--- src/rtl/mips16_ctrl_pkg.sv ---
// Shared control encodings for the 16-bit MIPS multi-cycle controller and its datapath.
package mips16_ctrl_pkg;

   localparam int unsigned OP_W = 4;

   localparam logic [OP_W-1:0] OP_R    = 4'b0000;
   localparam logic [OP_W-1:0] OP_ADDI = 4'b0001;
   localparam logic [OP_W-1:0] OP_LW   = 4'b0010;
   localparam logic [OP_W-1:0] OP_SW   = 4'b0011;
   localparam logic [OP_W-1:0] OP_BEQ  = 4'b0100;
   localparam logic [OP_W-1:0] OP_BNE  = 4'b0101;
   localparam logic [OP_W-1:0] OP_J    = 4'b0110;
   localparam logic [OP_W-1:0] OP_HALT = 4'b1111;

   localparam logic [1:0] PC_SRC_ALU = 2'b00;
   localparam logic [1:0] PC_SRC_BR  = 2'b01;
   localparam logic [1:0] PC_SRC_JMP = 2'b10;

   localparam logic [1:0] ALU_B_RT   = 2'b00;
   localparam logic [1:0] ALU_B_ONE  = 2'b01;
   localparam logic [1:0] ALU_B_IMM  = 2'b10;
   localparam logic [1:0] ALU_B_BOFF = 2'b11;

   localparam logic [1:0] ALU_OP_ADD   = 2'b00;
   localparam logic [1:0] ALU_OP_SUB   = 2'b01;
   localparam logic [1:0] ALU_OP_FUNCT = 2'b10;

   typedef enum logic [3:0] {
      ST_FETCH, ST_DECODE, ST_EXEC_R, ST_EXEC_I, ST_MEM_ADDR, ST_MEM_RD, ST_MEM_WR,
      ST_WB_R, ST_WB_I, ST_WB_MEM, ST_BRANCH, ST_JUMP, ST_HALT
   } state_t;

   function automatic logic is_legal_op(input logic [OP_W-1:0] op);
      return (op inside {OP_R, OP_ADDI, OP_LW, OP_SW, OP_BEQ, OP_BNE, OP_J, OP_HALT});
   endfunction

endpackage

--- src/rtl/mem_wait_timer.sv ---
// Counts consecutive stalled memory-request cycles and flags a timeout on the last allowed one.
module mem_wait_timer #(
   parameter int unsigned MEM_TIMEOUT = 16
) (
   input  logic clk,
   input  logic reset,
   input  logic waiting,
   output logic timeout
);

   localparam int unsigned CW = (MEM_TIMEOUT < 2) ? 1 : $clog2(MEM_TIMEOUT);

   logic [CW-1:0] cnt;

   // Any cycle without a stall restarts the count, so each new access starts from zero.
   always_ff @(posedge clk) begin
      if (reset || !waiting) cnt <= '0;
      else                   cnt <= cnt + CW'(1);
   end

   assign timeout = (MEM_TIMEOUT != 0) && waiting && (cnt == CW'(MEM_TIMEOUT - 1));

endmodule

--- src/rtl/mips16_mc_controller.sv ---
// Multi-cycle control FSM: sequences fetch/decode/execute/mem/writeback over a shared memory port.
module mips16_mc_controller #(
   parameter int unsigned MEM_TIMEOUT = 16,
   parameter int unsigned CNT_W       = 16
) (
   input  logic             clk,
   input  logic             reset,
   input  logic [3:0]       opcode,
   input  logic             zero,
   input  logic             mem_ready,
   output logic             mem_req,
   output logic             mem_we,
   output logic             mem_addr_sel,
   output logic             ir_write,
   output logic             pc_write,
   output logic [1:0]       pc_src,
   output logic             alu_src_a,
   output logic [1:0]       alu_src_b,
   output logic [1:0]       alu_op,
   output logic             reg_write,
   output logic             reg_dst,
   output logic             mem_to_reg,
   output logic             halted,
   output logic             illegal_op,
   output logic             bus_error,
   output logic [CNT_W-1:0] instr_count
);
   import mips16_ctrl_pkg::*;

   state_t state, next_state;
   logic   waiting_c, timeout_c, retire_c;

   assign waiting_c = mem_req & ~mem_ready;

   mem_wait_timer #(.MEM_TIMEOUT(MEM_TIMEOUT)) u_wait_timer (
      .clk     (clk),
      .reset   (reset),
      .waiting (waiting_c),
      .timeout (timeout_c)
   );

   always_ff @(posedge clk) begin
      if (reset) state <= ST_FETCH;
      else       state <= next_state;
   end

   always_comb begin
      next_state = state;
      case (state)
         ST_FETCH:    if (timeout_c) next_state = ST_HALT;
                      else if (mem_ready) next_state = ST_DECODE;
         ST_DECODE: begin
            case (opcode)
               OP_R:           next_state = ST_EXEC_R;
               OP_ADDI:        next_state = ST_EXEC_I;
               OP_LW, OP_SW:   next_state = ST_MEM_ADDR;
               OP_BEQ, OP_BNE: next_state = ST_BRANCH;
               OP_J:           next_state = ST_JUMP;
               OP_HALT:        next_state = ST_HALT;
               default:        next_state = ST_FETCH;
            endcase
         end
         ST_EXEC_R:   next_state = ST_WB_R;
         ST_EXEC_I:   next_state = ST_WB_I;
         ST_MEM_ADDR: next_state = (opcode == OP_LW) ? ST_MEM_RD : ST_MEM_WR;
         ST_MEM_RD:   if (timeout_c) next_state = ST_HALT;
                      else if (mem_ready) next_state = ST_WB_MEM;
         ST_MEM_WR:   if (timeout_c) next_state = ST_HALT;
                      else if (mem_ready) next_state = ST_FETCH;
         ST_WB_R, ST_WB_I, ST_WB_MEM, ST_BRANCH, ST_JUMP: next_state = ST_FETCH;
         ST_HALT:     next_state = ST_HALT;
         default:     next_state = ST_FETCH;
      endcase
   end

   // Strobes are decoded from state and forced low while reset is held, so an aborted access never completes.
   always_comb begin
      mem_req      = 1'b0;
      mem_we       = 1'b0;
      mem_addr_sel = 1'b0;
      ir_write     = 1'b0;
      pc_write     = 1'b0;
      pc_src       = PC_SRC_ALU;
      alu_src_a    = 1'b0;
      alu_src_b    = ALU_B_RT;
      alu_op       = ALU_OP_ADD;
      reg_write    = 1'b0;
      reg_dst      = 1'b0;
      mem_to_reg   = 1'b0;
      halted       = 1'b0;
      illegal_op   = 1'b0;
      if (!reset) begin
         case (state)
            ST_FETCH: begin
               mem_req   = 1'b1;
               alu_src_b = ALU_B_ONE;
               ir_write  = mem_ready;
               pc_write  = mem_ready;
            end
            ST_DECODE: begin
               alu_src_b  = ALU_B_BOFF;
               illegal_op = ~is_legal_op(opcode);
            end
            ST_EXEC_R: begin
               alu_src_a = 1'b1;
               alu_op    = ALU_OP_FUNCT;
            end
            ST_EXEC_I, ST_MEM_ADDR: begin
               alu_src_a = 1'b1;
               alu_src_b = ALU_B_IMM;
            end
            ST_MEM_RD: begin
               mem_req      = 1'b1;
               mem_addr_sel = 1'b1;
            end
            ST_MEM_WR: begin
               mem_req      = 1'b1;
               mem_addr_sel = 1'b1;
               mem_we       = 1'b1;
            end
            ST_WB_R: begin
               reg_write = 1'b1;
               reg_dst   = 1'b1;
            end
            ST_WB_I:   reg_write = 1'b1;
            ST_WB_MEM: begin
               reg_write  = 1'b1;
               mem_to_reg = 1'b1;
            end
            ST_BRANCH: begin
               alu_src_a = 1'b1;
               alu_op    = ALU_OP_SUB;
               pc_src    = PC_SRC_BR;
               pc_write  = (opcode == OP_BEQ) ? zero : ~zero;
            end
            ST_JUMP: begin
               pc_write = 1'b1;
               pc_src   = PC_SRC_JMP;
            end
            ST_HALT:   halted = 1'b1;
            default: ;
         endcase
      end
   end

   assign retire_c = (state inside {ST_WB_R, ST_WB_I, ST_WB_MEM, ST_BRANCH, ST_JUMP})
                   || (state == ST_MEM_WR && mem_ready);

   always_ff @(posedge clk) begin
      if (reset) begin
         bus_error   <= 1'b0;
         instr_count <= '0;
      end else begin
         if (timeout_c) bus_error <= 1'b1;
         if (retire_c)  instr_count <= instr_count + CNT_W'(1);
      end
   end

endmodule

--- config.mk ---
export PLATFORM = sky130hd
export DESIGN_NAME = mips16_mc_controller
export DESIGN_NICKNAME = d
export VERILOG_FILES = /design/src/rtl/mips16_ctrl_pkg.sv /design/src/rtl/mem_wait_timer.sv /design/src/rtl/mips16_mc_controller.sv
export SDC_FILE = /design/constraint.sdc
export NUM_CORES = 1
export LEC_CHECK = 0
export CAP_MARGIN = 30
export CORE_ASPECT_RATIO = 0.9
export CORE_MARGIN = 3
export CORE_UTILIZATION = 30
export CTS_BUF_LIST = sky130_fd_sc_hd__clkbuf_8
export CTS_CLUSTER_DIAMETER = 60
export DETAILED_ROUTE_END_ITERATION = 6
export SETUP_SLACK_MARGIN = 0.02
export SYNTH_ARGS = -nofsm -noshare
export SYNTH_HDL_FRONTEND = slang
export SYNTH_SLANG_ARGS = --single-unit
--- constraint.sdc ---
create_clock -name clk -period 4.5 [get_ports clk]
set_input_delay 0.9 -clock clk [delete_from_list [all_inputs] [get_ports clk]]
set_output_delay 0.9 -clock clk [all_outputs]
set_load 0.005 [all_outputs]
==> reports/results.tsv <==
metric	value	unit
status	finished clean	
critPathMaxStageDelay	0.63	ns
placeableCoreArea	5350	um2
postRouteWirelength	4.29	mm
drt-wirelength-per-cell	13.5	um
finalWorstSetupSlack	0.690	ns
p_int	454	uW
p_comb_share	41.6	%
setup-tns-final	0	ns
cp-start-kind	primary input	
fillCellCount	552	
post_cts_resized	0	
crit_type	primary input to primary output	
clk_path_buf_depth	2	
viasPerCell	5.29	
grtUsageTotal	12.9	%
antenna_found_initial	0	
hp-class	register to register	
cts_setup_buffers	0	
syn_avg_cell_area	7.59	um2
synth_area	1700	um2
fin_crit_sh	84.7	%
port_buffers	41	
crit_chain	clkdlybuf4s50_1 > nor4b_1 > xnor2_1 > o211ai_1 > a211oi_1 > clkdlybuf4s50_1	
die_area	6600	um2
path_delay_family	buffers and inverters	
synth_seq_area_share	29.5	%
relSlewSlack	46.5	%
cts_tree	yes	
cp_common_cell	clkdlybuf4s50_1	
drc	0	
dp_slack	0.690	ns
end_kind	primary output	
pwr-share-clk	18.7	%
first_global_vias	1477	
synth_seq_cells	25	
cts_buffers	3	
fin_util	40.4	%
async_reset_ff_share	0	%
cp_max_fo	10	
rsz0062_at_grt	false	
fin_crit	3.81	ns
synth-edff-count	0	
ys_warn_count	0	
seq_power_share	39.7	%
critical_path_required	3.60	ns
finish.instance_area	2160	um2
clk_pin_slew	0.10	ns
critPathBufInv	2	
sw_frac_of_total	40.1	%
drv_slew	0	
powerDensity	351	nW/um2
htreeDepth	1	
insertion_delay	0.27	ns
synth_cells	224	
grt_max_degree	35	
max_freq	262	MHz
overflow	0	
cts.sinks	25	
dpl.hpwl	3.05	mm
slowest_stage	clkdlybuf4s50_1	
fp.dieH	77.4	um
setup_viol	0	
dpl_cell_area	2110	um2
synth_fp_nets	234	
p_switching	304	uW
nets	262	
pin_count	42	
diodes	0	
final-hold-violation-count	0	
rows	25	
root_buffer	clkbuf_8	
ant_nets	0	
initial_utilization	31.8	%
drive_gt1_share	8.37	%
synthToLayoutAreaGrowth	27.3	%
worst_pin_slew	0.802	ns
ir_worst_vdd	0.000148	V
grt_pass1_wl	7.13	mm
ys_types	48	
die_w	85.3	um
finClkSkew	0.00801	ns
worst_ep_arrival_time	2.91	ns
num_vias	1682	
hold_buffers	0	
drt_first_pass_iters	4	
drt_iter0_drc	153	
gp_congestion	0.858	
leakagePower	0.000713	uW
drv_cap	0	
ys.flop_type	dfxtp_1	
## cells in the final DEF, fill, tap and decap left out, types with 2 or more instances in the layout
| master | n |
|---|---|
| nor3_1 | 6 |
| nand4_1 | 3 |
| a211oi_1 | 2 |
| o31ai_1 | 5 |
| nand3b_1 | 3 |
| or2_2 | 2 |
| mux2_4 | 3 |
| or3b_2 | 3 |
| xor2_1 | 4 |
| a2111oi_0 | 2 |
| or4_1 | 7 |
| mux2_2 | 5 |
| a21oi_1 | 15 |
| nor4b_1 | 2 |
| nand2_1 | 10 |
| clkdlybuf4s50_1 | 41 |
| nor2_1 | 34 |
| dfxtp_1 | 25 |
| nor2b_1 | 8 |
| nor4_1 | 3 |
| nand2b_1 | 10 |
| and4_1 | 2 |
| o21ai_0 | 9 |
| inv_1 | 4 |
| nand3_1 | 12 |
| clkbuf_8 | 3 |
| o21a_1 | 2 |
| xnor2_1 | 2 |
| and3_1 | 2 |
| ha_1 | 2 |
| or3_1 | 4 |
## worst reg2reg max path: stages (launching register included)
cell and delay, ns:
dfxtp_1 0.72, nand2b_4 0.13, o31a_1 0.56, or4_1 0.63, mux2_4 0.31
## power by group through the flow
stage	clock network [uW]	registers, uW	logic [uW]
finish	142	301	315
global route	155	309	356
CTS	148	299	317
detailed placement	0	304	316
global placement	0	307	318
floorplan	0	256	256
## logic make-up after synthesis
logic type               count (synthesis)  synth area share, %
AO/OA/AOI/OAI                           43                 16.0
XOR/XNOR                                 6                 3.09
adder cells (fa/ha/maj)                  2                 1.47
buffers and inverters                   24                 6.26
flip-flops                              25                 29.5
multiplexers                             9                 6.55
AND/OR/NAND/NOR                        115                 37.2
## layer usage
metal  GRT usage (%)  up-vias  wire length, um
li1                -      867                -
met1            17.8      764             2090
met2            21.0       49             1940
met3            2.55        2              241
met4            2.22        0               22
met5               0        -                0
## stage by stage
stage,std cells,total power [uW],hold WS [ns]
floorplan,224,511,0.418
global placement,314,625,0.430
detailed placement,314,620,0.449
CTS,318,764,0.464
global route,318,820,0.494
finish,318,758,0.464
## flip-flops by register name (all words and copies together) (netlist names)
register and flops:
state 4, bus_error 1, u_wait_timer.cnt 4, instr_count 16
## worst paths after layout
check                                    startpoint                   to  slack, ns  cells past startpoint
worst max-delay path                      opcode[2]             pc_write       0.69                      6
worst min-delay path            u_wait_timer.cnt[0]  u_wait_timer.cnt[0]       0.46                      1
worst max register to register             state[2]      instr_count[14]       2.06                      4
worst min register to register  u_wait_timer.cnt[0]  u_wait_timer.cnt[0]       0.46                      1
## Yosys cell counts, types with 5 or more instances
cell | count | area (um2)
nand3_1 | 12 | 60.1
mux2_2 | 5 | 56.3
dfxtp_1 | 25 | 500
o21ai_0 | 9 | 45.0
nand2b_1 | 10 | 62.6
o31ai_1 | 5 | 37.5
clkbuf_1 | 11 | 41.3
nor2b_1 | 8 | 50.1
a21oi_1 | 15 | 75.1
nand2_1 | 10 | 37.5
or4_1 | 7 | 52.6
nor3_1 | 6 | 30.0
nor2_1 | 34 | 128
## final cells by class
cell class	instances	area, um2	area share (%)
multi-input cells	175	1090	50.5
flip-flops and latches	25	500	23.1
repair buffers	42	418	19.3
well taps	67	83.8	3.88
clock buffers	3	41.3	1.91
inverters	5	18.8	0.868
clock inverters	1	8.76	0.405
Note: power is estimated with default switching activity, not from simulation.
